[config.mk]
export PLATFORM = sky130hd
export DESIGN_NAME = ni_tx
export DESIGN_NICKNAME = d
export VERILOG_FILES = /design/src/rtl/ni_tx_pkg.sv /design/src/rtl/ni_vcsel.sv /design/src/rtl/ni_tx.sv
export SDC_FILE = /design/constraint.sdc
export NUM_CORES = 1
export LEC_CHECK = 0
export CAP_MARGIN = 20
export CORE_ASPECT_RATIO = 0.8
export CORE_MARGIN = 5
export CORE_UTILIZATION = 39
export DETAILED_ROUTE_END_ITERATION = 12
export PLACE_DENSITY = 0.8
export SYNTH_ARGS = -nofsm -noshare
export SYNTH_HDL_FRONTEND = slang
export SYNTH_SLANG_ARGS = --single-unit
[constraint.sdc]
create_clock -name clk -period 1.8 [get_ports clk]
set_input_delay 0.36 -clock clk [delete_from_list [all_inputs] [get_ports clk]]
set_output_delay 0.36 -clock clk [all_outputs]
set_load 0.05 [all_outputs]
[src/rtl/ni_tx_pkg.sv]
// Shared definitions for the network-interface transmit path: flit type codes,
// head-flit field positions, flit width and FSM state encoding.
package ni_tx_pkg;

    localparam int FLIT_W   = 35;

    localparam int TYPE_MSB = 34;
    localparam int TYPE_LSB = 32;
    localparam int DST_MSB  = 31;
    localparam int DST_LSB  = 24;
    localparam int SRC_MSB  = 23;
    localparam int SRC_LSB  = 16;
    localparam int VCH_BIT  = 15;
    localparam int LEN_MSB  = 14;
    localparam int LEN_LSB  = 11;

    typedef enum logic [2:0] {
        FT_NONE     = 3'd0,
        FT_HEAD     = 3'd1,
        FT_BODY     = 3'd2,
        FT_TAIL     = 3'd3,
        FT_HEADTAIL = 3'd4
    } flit_type_t;

    typedef enum logic [1:0] {
        ST_IDLE = 2'd0,
        ST_HEAD = 2'd1,
        ST_DATA = 2'd2
    } state_t;

    function automatic logic [31:0] make_head(input logic [7:0] dst,
                                              input logic [7:0] src,
                                              input logic       vch,
                                              input logic [3:0] len);
        logic [31:0] p;
        p                   = '0;
        p[DST_MSB:DST_LSB]  = dst;
        p[SRC_MSB:SRC_LSB]  = src;
        p[VCH_BIT]          = vch;
        p[LEN_MSB:LEN_LSB]  = len;
        return p;
    endfunction

endpackage

[src/rtl/ni_vcsel.sv]
// Two-way round-robin virtual-channel selector: prefers the VC after the
// last one used, falls back to the last one if only it is ready.
module ni_vcsel (
    input  logic [1:0] irdy,
    input  logic       last_vc,
    output logic       grant,
    output logic       valid
);

    always_comb begin
        valid = |irdy;
        grant = ~last_vc;
        if (!irdy[~last_vc]) grant = last_vc;
    end

endmodule

[src/rtl/ni_tx.sv]
// Network-interface transmitter: turns a message request plus payload stream
// into HEAD/BODY/TAIL flits on one VC. Optional counters under NI_TX_STATS_EN.
module ni_tx
    import ni_tx_pkg::*;
#(
    parameter int ROUTERID = 0,
    parameter int NVCH     = 2,
    parameter int MAXLEN   = 8
) (
    input  logic              clk,
    input  logic              rst_,
    input  logic              msg_valid,
    output logic              msg_ready,
    input  logic [7:0]        msg_dst,
    input  logic [3:0]        msg_len,
    input  logic              pld_valid,
    input  logic [31:0]       pld_data,
    output logic              pld_ready,
    output logic [FLIT_W-1:0] odata,
    output logic              ovalid,
    output logic              ovch,
    input  logic [NVCH-1:0]   irdy
`ifdef NI_TX_STATS_EN
    ,
    output logic [15:0]       stat_pkts,
    output logic [15:0]       stat_flits,
    output logic [15:0]       stat_stall
`endif
);

    localparam logic [3:0] MAXLEN_L = 4'(MAXLEN);
    localparam logic [7:0] SRC_ID   = 8'(ROUTERID);

    state_t      state;
    logic [7:0]  dst_q;
    logic [3:0]  len_q;
    logic [3:0]  cnt;
    logic        vc_q;
    logic        last_vc;

    logic        sel_grant;
    logic        sel_valid;
    logic        head_issue;
    logic        data_issue;
    logic        issue;
    logic        issue_vc;
    flit_type_t  ftype;
    logic [FLIT_W-1:0] flit;

    function automatic logic [3:0] clamp_len(input logic [3:0] l);
        if (l == 4'd0) return 4'd1;
        if (l > MAXLEN_L) return MAXLEN_L;
        return l;
    endfunction

    ni_vcsel u_vcsel (
        .irdy    (irdy[1:0]),
        .last_vc (last_vc),
        .grant   (sel_grant),
        .valid   (sel_valid)
    );

    assign msg_ready = (state == ST_IDLE) && !rst_;
    assign pld_ready = data_issue && !rst_;

    // The VC is picked in the same cycle the head issues, then held in vc_q
    always_comb begin
        head_issue = (state == ST_HEAD) && sel_valid;
        data_issue = (state == ST_DATA) && irdy[vc_q] && pld_valid;
        issue      = head_issue || data_issue;
        issue_vc   = head_issue ? sel_grant : vc_q;
        ftype      = FT_NONE;
        flit       = '0;
        if (head_issue) begin
            ftype       = (len_q == 4'd1) ? FT_HEADTAIL : FT_HEAD;
            flit[31:0]  = make_head(dst_q, SRC_ID, sel_grant, len_q);
        end else if (data_issue) begin
            ftype       = (cnt == 4'd1) ? FT_TAIL : FT_BODY;
            flit[31:0]  = pld_data;
        end
        flit[TYPE_MSB:TYPE_LSB] = ftype;
    end

    always_ff @(posedge clk or posedge rst_) begin
        if (rst_) begin
            state   <= ST_IDLE;
            dst_q   <= '0;
            len_q   <= '0;
            cnt     <= '0;
            vc_q    <= 1'b0;
            last_vc <= 1'b1;
            odata   <= '0;
            ovalid  <= 1'b0;
            ovch    <= 1'b0;
        end else begin
            odata  <= flit;
            ovalid <= issue;
            if (issue) ovch <= issue_vc;
            case (state)
                ST_IDLE: begin
                    if (msg_valid) begin
                        dst_q <= msg_dst;
                        len_q <= clamp_len(msg_len);
                        cnt   <= clamp_len(msg_len);
                        state <= ST_HEAD;
                    end
                end
                ST_HEAD: begin
                    if (head_issue) begin
                        vc_q    <= sel_grant;
                        last_vc <= sel_grant;
                        cnt     <= cnt - 4'd1;
                        state   <= (len_q == 4'd1) ? ST_IDLE : ST_DATA;
                    end
                end
                ST_DATA: begin
                    if (data_issue) begin
                        cnt <= cnt - 4'd1;
                        if (cnt == 4'd1) state <= ST_IDLE;
                    end
                end
                default: state <= ST_IDLE;
            endcase
        end
    end

`ifdef NI_TX_STATS_EN
    // Stall cycles are those with a packet in flight but nothing issued
    always_ff @(posedge clk or posedge rst_) begin
        if (rst_) begin
            stat_pkts  <= '0;
            stat_flits <= '0;
            stat_stall <= '0;
        end else begin
            stat_pkts  <= stat_pkts  + {15'd0, head_issue};
            stat_flits <= stat_flits + {15'd0, issue};
            stat_stall <= stat_stall + {15'd0, (state != ST_IDLE) && !issue};
        end
    end
`endif

endmodule

==> reports/qor_table.md, run 1 <==
| Stage | Parameter | This run |
| --- | --- | --- |
| status | Run status | complete, no violations |
| timing | Worst slew margin | 54.25% |
| detailed routing | Detailed-routed wire length on met2 | 2.851 mm |
| global routing | Number of global-route vias before repair | 1767 |
| layout | Area of combinational cells with multiple inputs | 829.5 um^2 |
| placed design | Cell count after placement | 345 |
| timing | RSZ-0062 raised after global routing | true |
| synthesis | Number of flops mapped to enable cells by yosys | 0 |
| floorplan | Die outline width | 95.55 um |
| clocking | Clock latency at the later pin of the worst-skew pair | 0.33 ns |
| setup path | Required time worst endpoint | 1.44 ns |
| setup path | Type of destination of the critical path | output port |
| layout | Area taken by flip-flops and latches | 1428 um^2 |
| timing | Max-slew violations | 0 |
| power | Pwr dens | 1596 nW/um^2 |
| detailed routing | Remaining design rule violation count | 0 |
| layout | Fillers | 451 |
| detailed routing | Routed wire length per instance | 16.21 um |
| layout | Diodes inserted | 0 |
| placed design | Dpl ws | -0.2392 ns |
| synthesis | Number of nets produced by synthesis | 228 |
| power | Switching part of the total power | 37.08% |
| detailed routing | Met3 layer wire length in the routed design | 463 um |
| timing | Total Neg Setup Slack | 0 ns |
| global routing | Antenna violations before repair | 0 |
| synthesis | Top cells by area, synth | dfrtp_1, mux2_2, and2_1, a22o_1, ha_1 |
| setup path | Slowest cell on the critical path | dfrtp_1 |
| floorplan | Cell Rows | 25 |
| setup path | Depth of the most critical reg-to-reg path | 5 |
| timing | Final WS setup | 0.01933 ns |
| timing | Hold Violations, Final | 0 |
| clocking | Clock slew at the register clock pins of the worst setup and hold paths | 0.07 ns |
| timing | Clock Skew | 0.004920 ns |
| floorplan | Top Ports | 89 |
| setup path | Crit path largest cell delay | 0.40 ns |
| detailed routing | Highest layer used for signal routing | met4 |
| clocking | Clock tree from TritonCTS | yes |
| detailed routing | Via-per-instance ratio | 4.762 |
| global routing | Overflow after GRT | 0 |
| flow run | Max-capacitance violation count | 0 |
| detailed routing | Final ANT Viol Nets | 0 |
| synthesis | Post-synthesis sequential area ratio | 62.52% |
| detailed routing | Detailed-route wire length | 5.851 mm |
| clocking | CTS hold repair buffers | 0 |
| detailed routing | Met1 layer wirelength in the final routing | 2.432 mm |
| min path | Kind of path behind the tightest hold check | in2async |
| placed design | Count of port buffers added during placement | 88 |
| setup path | Largest fanout of any net on the critical path | 5 |
| layout | Net count reported at finish | 330 |
| power | Portion of total power attributed to the clock network | 23.5% |
| layout | Area delta synth->final | 54.30% |
| synthesis | Top cell type by total area after synthesis | dfrtp_1 |
| timing | Max Freq | 561.6 MHz |
| global routing | Maximum number of pins on one net before global-route repair | 41 |
| synthesis | Ys Warns | 0 |
| clocking | Number of buffers on the longest clock path | 2 |
| setup path | Critical path type | reg2out |
| global routing | GR Util All Layers | 15.85% |
| detailed routing | 1st-pass router iterations | 4 |
| clocking | Number of H-tree levels | 3 |
| timing | Final Critical Period | 1.781 ns |
| synthesis | Area share of the largest cell type after synthesis | 61.37% |
| layout | Fraction of layout cells with a size suffix above 1 | 32.86% |
| synthesis | Most frequent cells after synthesis | dfrtp_1, and2_1, a22o_1, nand2_1, mux2_2 |
| setup path | Startpoint type of the worst setup path | register |
| timing | Hold slack final | 0.4447 ns |
| floorplan | Die Height | 78.44 um |
| timing | Tightest Pin Transition | 0.6767 ns |
| detailed routing | Number of violations reported at the end of detailed-routing iteration 0 | 67 |
| power | Proportion of power drawn by flip-flops and latches | 33.4% |
| placed design | Gpl congestion | 0.7627 |
| synthesis | Synthesized flop and latch total | 57 |
| setup path | Cells along the critical path | inv_1 -> ha_2 -> nor2b_4 -> buf_12 |
| power | Gate power share | 43.1% |
| power | Leak pwr | 1.682 nW |
| clocking | Post-CTS Repair Setup Buffers | 0 |
| timing | Final setup violation count | 0 |
| synthesis | Cell count after synthesis | 173 |
| setup path | Reg-to-reg critical path startpoint | state[1] |
| synthesis | Avg Cell Area, Syn | 13.20 um^2 |
| detailed routing | Via count of the routed design | 1719 |
| floorplan | Core Box Area | 5787 um^2 |
| layout | Core utilization of the finished layout | 60.89% |
| power | Maximum ir drop on the vdd rail | 0.0005204 V |
| clocking | Inserted Clock Buffers | 9 |
| power | Internal power consumption | 3.539 mW |
| synthesis | Flip-flop cell with the highest count after synthesis | dfrtp_1 |
| power | Net switching power | 2.086 mW |
| clocking | Sinks on the clock net | 57 |
| global routing | Wire length of the first global-routing pass | 8.769 mm |
| clocking | Root Buffer | clkbuf_8 |
| timing | Tcrit/Tclk final | 98.93% |
| placed design | Post-DP HPWL | 4.193 mm |
| synthesis | Most repeated cell in the gate-level netlist after synthesis | dfrtp_1 |
| floorplan | Die Outline Area | 7495 um^2 |
| synthesis | Cell area after synthesis | 2283 um^2 |
| synthesis | Share of async-settable or async-resettable flops after synthesis | 100.0% |
| layout | Post-route insts no fill | 361 |
| setup path | Critical register-to-register path endpoint | cnt[0] |
| floorplan | Starting utilization of the core area | 39.46% |
| setup path | Data arrival time of the critical path | 1.42 ns |
| setup path | Worst reg-to-reg setup slack | 0.03 ns |
| synthesis | Distinct cells, synth | 37 |
-- how the worst max path moves through the flow --
stage | slack, ns | endpoint | start | cells past startpoint
2_1_floorplan | 0.003 | pld_ready | state[0] | 4
3_3_place_gp | -0.14 | odata[24] | irdy[0] | 4
3_5_place_dp | -0.24 | odata[29] | irdy[0] | 4
4_1_cts | -0.04 | pld_ready | state[0] | 5
5_1_grt | -0.03 | msg_ready | state[1] | 4
6_report | 0.02 | msg_ready | state[1] | 4
-- power by group through the flow --
stage               clock network, mW  logic [mW]  registers [mW]
CTS                              1.35        2.35            1.87
detailed placement                  0        2.32            1.89
finish                           1.32        2.43            1.88
floorplan                           0        1.04            2.41
global route                     1.41        2.59            1.93
global placement                    0        2.27            1.88
-- logic make-up after synthesis --
family                     after synthesis  synth area share, %
AOI/OAI and AO/OA                       31                11.12
and+or+nand+nor                         51                12.49
DFF                                     57                62.52
buffers and inverters                   14                3.671
muxes                                   15                7.452
adders and majority gates                5                2.740
-- routing by layer --
metal  track usage (%)  vias up
met5                 0        -
met4             8.097        0
met3             4.502       10
met2             25.61       78
met1             19.16      824
li1                  -      807
-- stage by stage --
step	total power, mW	instance area [um^2]
after floorplan	3.445	2283
after detailed placement	4.214	3248
after global placement	4.147	3248
final	5.625	3523
after CTS	5.563	3476
after global routing	5.925	3523
-- placed cells by master, fill, tap and decap left out, types with 5 or more instances in the layout --
cell type | Yosys | final
buf_4 | 0 | 44
mux2_2 | 12 | 12
inv_1 | 7 | 5
and2_1 | 19 | 19
clkdlybuf4s50_1 | 0 | 47
a22o_1 | 13 | 13
clkbuf_8 | 0 | 10
nand2_1 | 13 | 13
buf_12 | 0 | 5
dfrtp_1 | 56 | 56
-- worst max-delay path: cells and delay by family (launching register included) --
family / cells / cell delay [ns]
DFF: 1 / 0.40
buffers and inverters: 2 / 0.25
adders and majority gates: 1 / 0.24
and+or+nand+nor: 1 / 0.19
-- area by class of cell --
type	count	share of cell area [%]
Inverter	7	0.7457
Timing Repair Buffer	98	26.07
Sequential cell	57	40.52
Clock inverter	5	2.237
Tap cell	81	2.876
Clock buffer	11	4.013
Multi-Input combinational cell	102	23.54
-- state kept, by name, indices dropped and copies added, names as in the netlist, 2 cells and up --
| register | cells |
|---|---|
| state | 2 |
| cnt | 4 |
| len_q | 4 |
| dst_q | 8 |
| odata | 35 |
-- what timing repair did --
action / CTS / global route
pin swaps: 1 / 2
endpoints found under the setup margin: 14 / 6
gates resized for setup: 6 / 10
Power figures use the tool's default switching activity.
==> inputs of run 2 (changes only) <==
--- a/config.mk
+++ b/config.mk
@@ -11,6 +11,7 @@
 export CORE_UTILIZATION = 39
 export DETAILED_ROUTE_END_ITERATION = 12
 export PLACE_DENSITY = 0.8
+export SKIP_CTS_REPAIR_TIMING = 1
 export SYNTH_ARGS = -nofsm -noshare
 export SYNTH_HDL_FRONTEND = slang
 export SYNTH_SLANG_ARGS = --single-unit
==> reports/qor_table.md, run 2 (synthesis gave the netlist of run 1 again) <==
| Stage | Parameter | This run |
| --- | --- | --- |
| layout | Area delta synth->final | 52.33% |
| flow run | Max-capacitance violation count | 0 |
| setup path | Startpoint type of the worst setup path | input pin |
| power | Leak pwr | 1.679 nW |
| clocking | Clock tree from TritonCTS | yes |
| layout | Most common library cell in the layout ignoring fill and taps | dfrtp_1 |
| timing | Tcrit/Tclk final | 103.2% |
| setup path | Type of destination of the critical path | output port |
| layout | Fraction of layout cells with a size suffix above 1 | 30.36% |
| min path | Kind of path behind the tightest hold check | in2async |
| global routing | GR Util All Layers | 15.77% |
| floorplan | Die Outline Area | 7495 um^2 |
| setup path | Launching element of the worst setup path | irdy[1] |
| setup path | Data arrival time of the critical path | 1.50 ns |
| detailed routing | Via-per-instance ratio | 4.640 |
| layout | Largest register by flop count | odata |
| timing | Max-slew violations | 0 |
| timing | Max Freq | 538.1 MHz |
| power | Pwr dens | 1584 nW/um^2 |
| detailed routing | Routed wire length per instance | 15.65 um |
| detailed routing | Remaining design rule violation count | 0 |
| detailed routing | Final ANT Viol Nets | 0 |
| timing | Final setup violation count | 2 |
| power | Maximum ir drop on the vdd rail | 0.0005111 V |
| clocking | Clock latency at the later pin of the worst-skew pair | 0.33 ns |
| floorplan | Top Ports | 89 |
| layout | Post-route insts no fill | 361 |
| clocking | Inserted Clock Buffers | 9 |
| floorplan | Starting utilization of the core area | 39.46% |
| status | Violations in the final reports | negative setup slack |
| placed design | Dpl ws | -0.2392 ns |
| status | Run status | finished, violations left |
| timing | RSZ-0062 raised after global routing | true |
| clocking | Clock slew at the register clock pins of the worst setup and hold paths | 0.07 ns |
| floorplan | Cell Rows | 25 |
| layout | Net count reported at finish | 330 |
| timing | Hold slack final | 0.3544 ns |
| floorplan | Die Height | 78.44 um |
| placed design | Count of port buffers added during placement | 88 |
| timing | Hold Violations, Final | 0 |
| detailed routing | 1st-pass router iterations | 4 |
| floorplan | Core Box Area | 5787 um^2 |
| global routing | Maximum number of pins on one net before global-route repair | 41 |
| timing | Tightest Pin Transition | 0.6366 ns |
| setup path | Largest fanout of any net on the critical path | 4 |
| setup path | Critical path type | in2out |
| clocking | Sinks on the clock net | 57 |
| global routing | Overflow after GRT | 0 |
| global routing | Wire length of the first global-routing pass | 8.728 mm |
| layout | Leading cell types in the layout, fill and taps excluded | dfrtp_1, clkdlybuf4s50_1, buf_4 |
| timing | Worst slew margin | 57.23% |
| detailed routing | Via count of the routed design | 1675 |
| setup path | Required time worst endpoint | 1.44 ns |
| layout | Diodes inserted | 0 |
| setup path | Depth of the most critical reg-to-reg path | 5 |
| clocking | Number of buffers on the longest clock path | 2 |
| setup path | Worst reg-to-reg setup slack | 0.04 ns |
| timing | Total Neg Setup Slack | -0.09885 ns |
| setup path | Reg-to-reg critical path startpoint | state[1] |
| global routing | Number of global-route vias before repair | 1768 |
| floorplan | Die outline width | 95.55 um |
| detailed routing | Number of violations reported at the end of detailed-routing iteration 0 | 50 |
| clocking | Root Buffer | clkbuf_8 |
| global routing | Antenna violations before repair | 0 |
| timing | Final WS setup | -0.05839 ns |
| layout | Number of flip-flops in the largest register | 35 |
| detailed routing | Detailed-route wire length | 5.650 mm |
| timing | Final Critical Period | 1.858 ns |
| layout | Registers with the highest flip-flop counts | odata: 35 flops, dst_q: 8 flops |
| setup path | Critical register-to-register path endpoint | cnt[0] |
| setup path | Worst setup path endpoint | pld_ready |
| placed design | Post-DP HPWL | 4.193 mm |
| clocking | Number of H-tree levels | 3 |
| timing | Clock Skew | 0.003903 ns |
| placed design | Gpl congestion | 0.7627 |
| placed design | Cell count after placement | 345 |
[run 2: worst min-delay path by stage]
stage                       start       to
final                        rst_   cnt[2]
after detailed placement  last_vc  last_vc
after CTS                    rst_   cnt[2]
after global routing         rst_   cnt[0]
after floorplan           last_vc  last_vc
after global placement    last_vc  last_vc
[run 2: layout make-up]
cell class                      instances  area, um^2
Fill cell                             457        2308
Timing Repair Buffer                   98       923.4
Clock buffer                           11       141.4
Multi-Input combinational cell        102       779.5
Clock inverter                          5       78.83
Tap cell                               81       101.3
Sequential cell                        57        1428
Inverter                                7       26.28
[run 2: stage by stage]
step / power (mW) / utilization [%] / area [um^2]
2_1_floorplan: 3.445 / - / 2283
3_3_place_gp: 4.147 / 56.13 / 3248
3_5_place_dp: 4.214 / 56.13 / 3248
4_1_cts: 5.555 / 59.94 / 3468
5_1_grt: 5.824 / 60.11 / 3478
6_report: 5.509 / 60.11 / 3478
[run 2: report_power, final]
group / internal, mW / switching [mW] / leakage (nW)
clock: 0.815 / 0.502 / 0.113
sequential: 1.67 / 0.195 / 0.745
combinational: 1.00 / 1.32 / 0.821
[run 2: routing by layer]
metal	part of all wire, %	routed length [um]	GRT usage (%)	vias to the layer above
met5	0	0	0	-
met4	1.8	99	8.097	0
met3	7.8	443	4.502	7
met2	49	2770	25.61	67
met1	41	2336	18.91	795
li1	-	-	-	806
[run 2: worst max-delay path, stage by stage]
cell             delay, ns
clkdlybuf4s50_1       0.51
mux2_4                0.18
nand3_1               0.11
nor2_2                0.19
buf_12                0.16
==> inputs of run 3 (changes only) <==
--- a/config.mk
+++ b/config.mk
@@ -9,9 +9,12 @@
 export CORE_ASPECT_RATIO = 0.8
 export CORE_MARGIN = 5
 export CORE_UTILIZATION = 39
+export CTS_CLUSTER_SIZE = 16
 export DETAILED_ROUTE_END_ITERATION = 12
 export PLACE_DENSITY = 0.8
+export RECOVER_POWER = 50
 export SKIP_CTS_REPAIR_TIMING = 1
+export SLEW_MARGIN = 5
 export SYNTH_ARGS = -nofsm -noshare
 export SYNTH_HDL_FRONTEND = slang
 export SYNTH_SLANG_ARGS = --single-unit
==> results of run 3 <==
No change in the layout: final DEF, timing and power equal those of run 2.
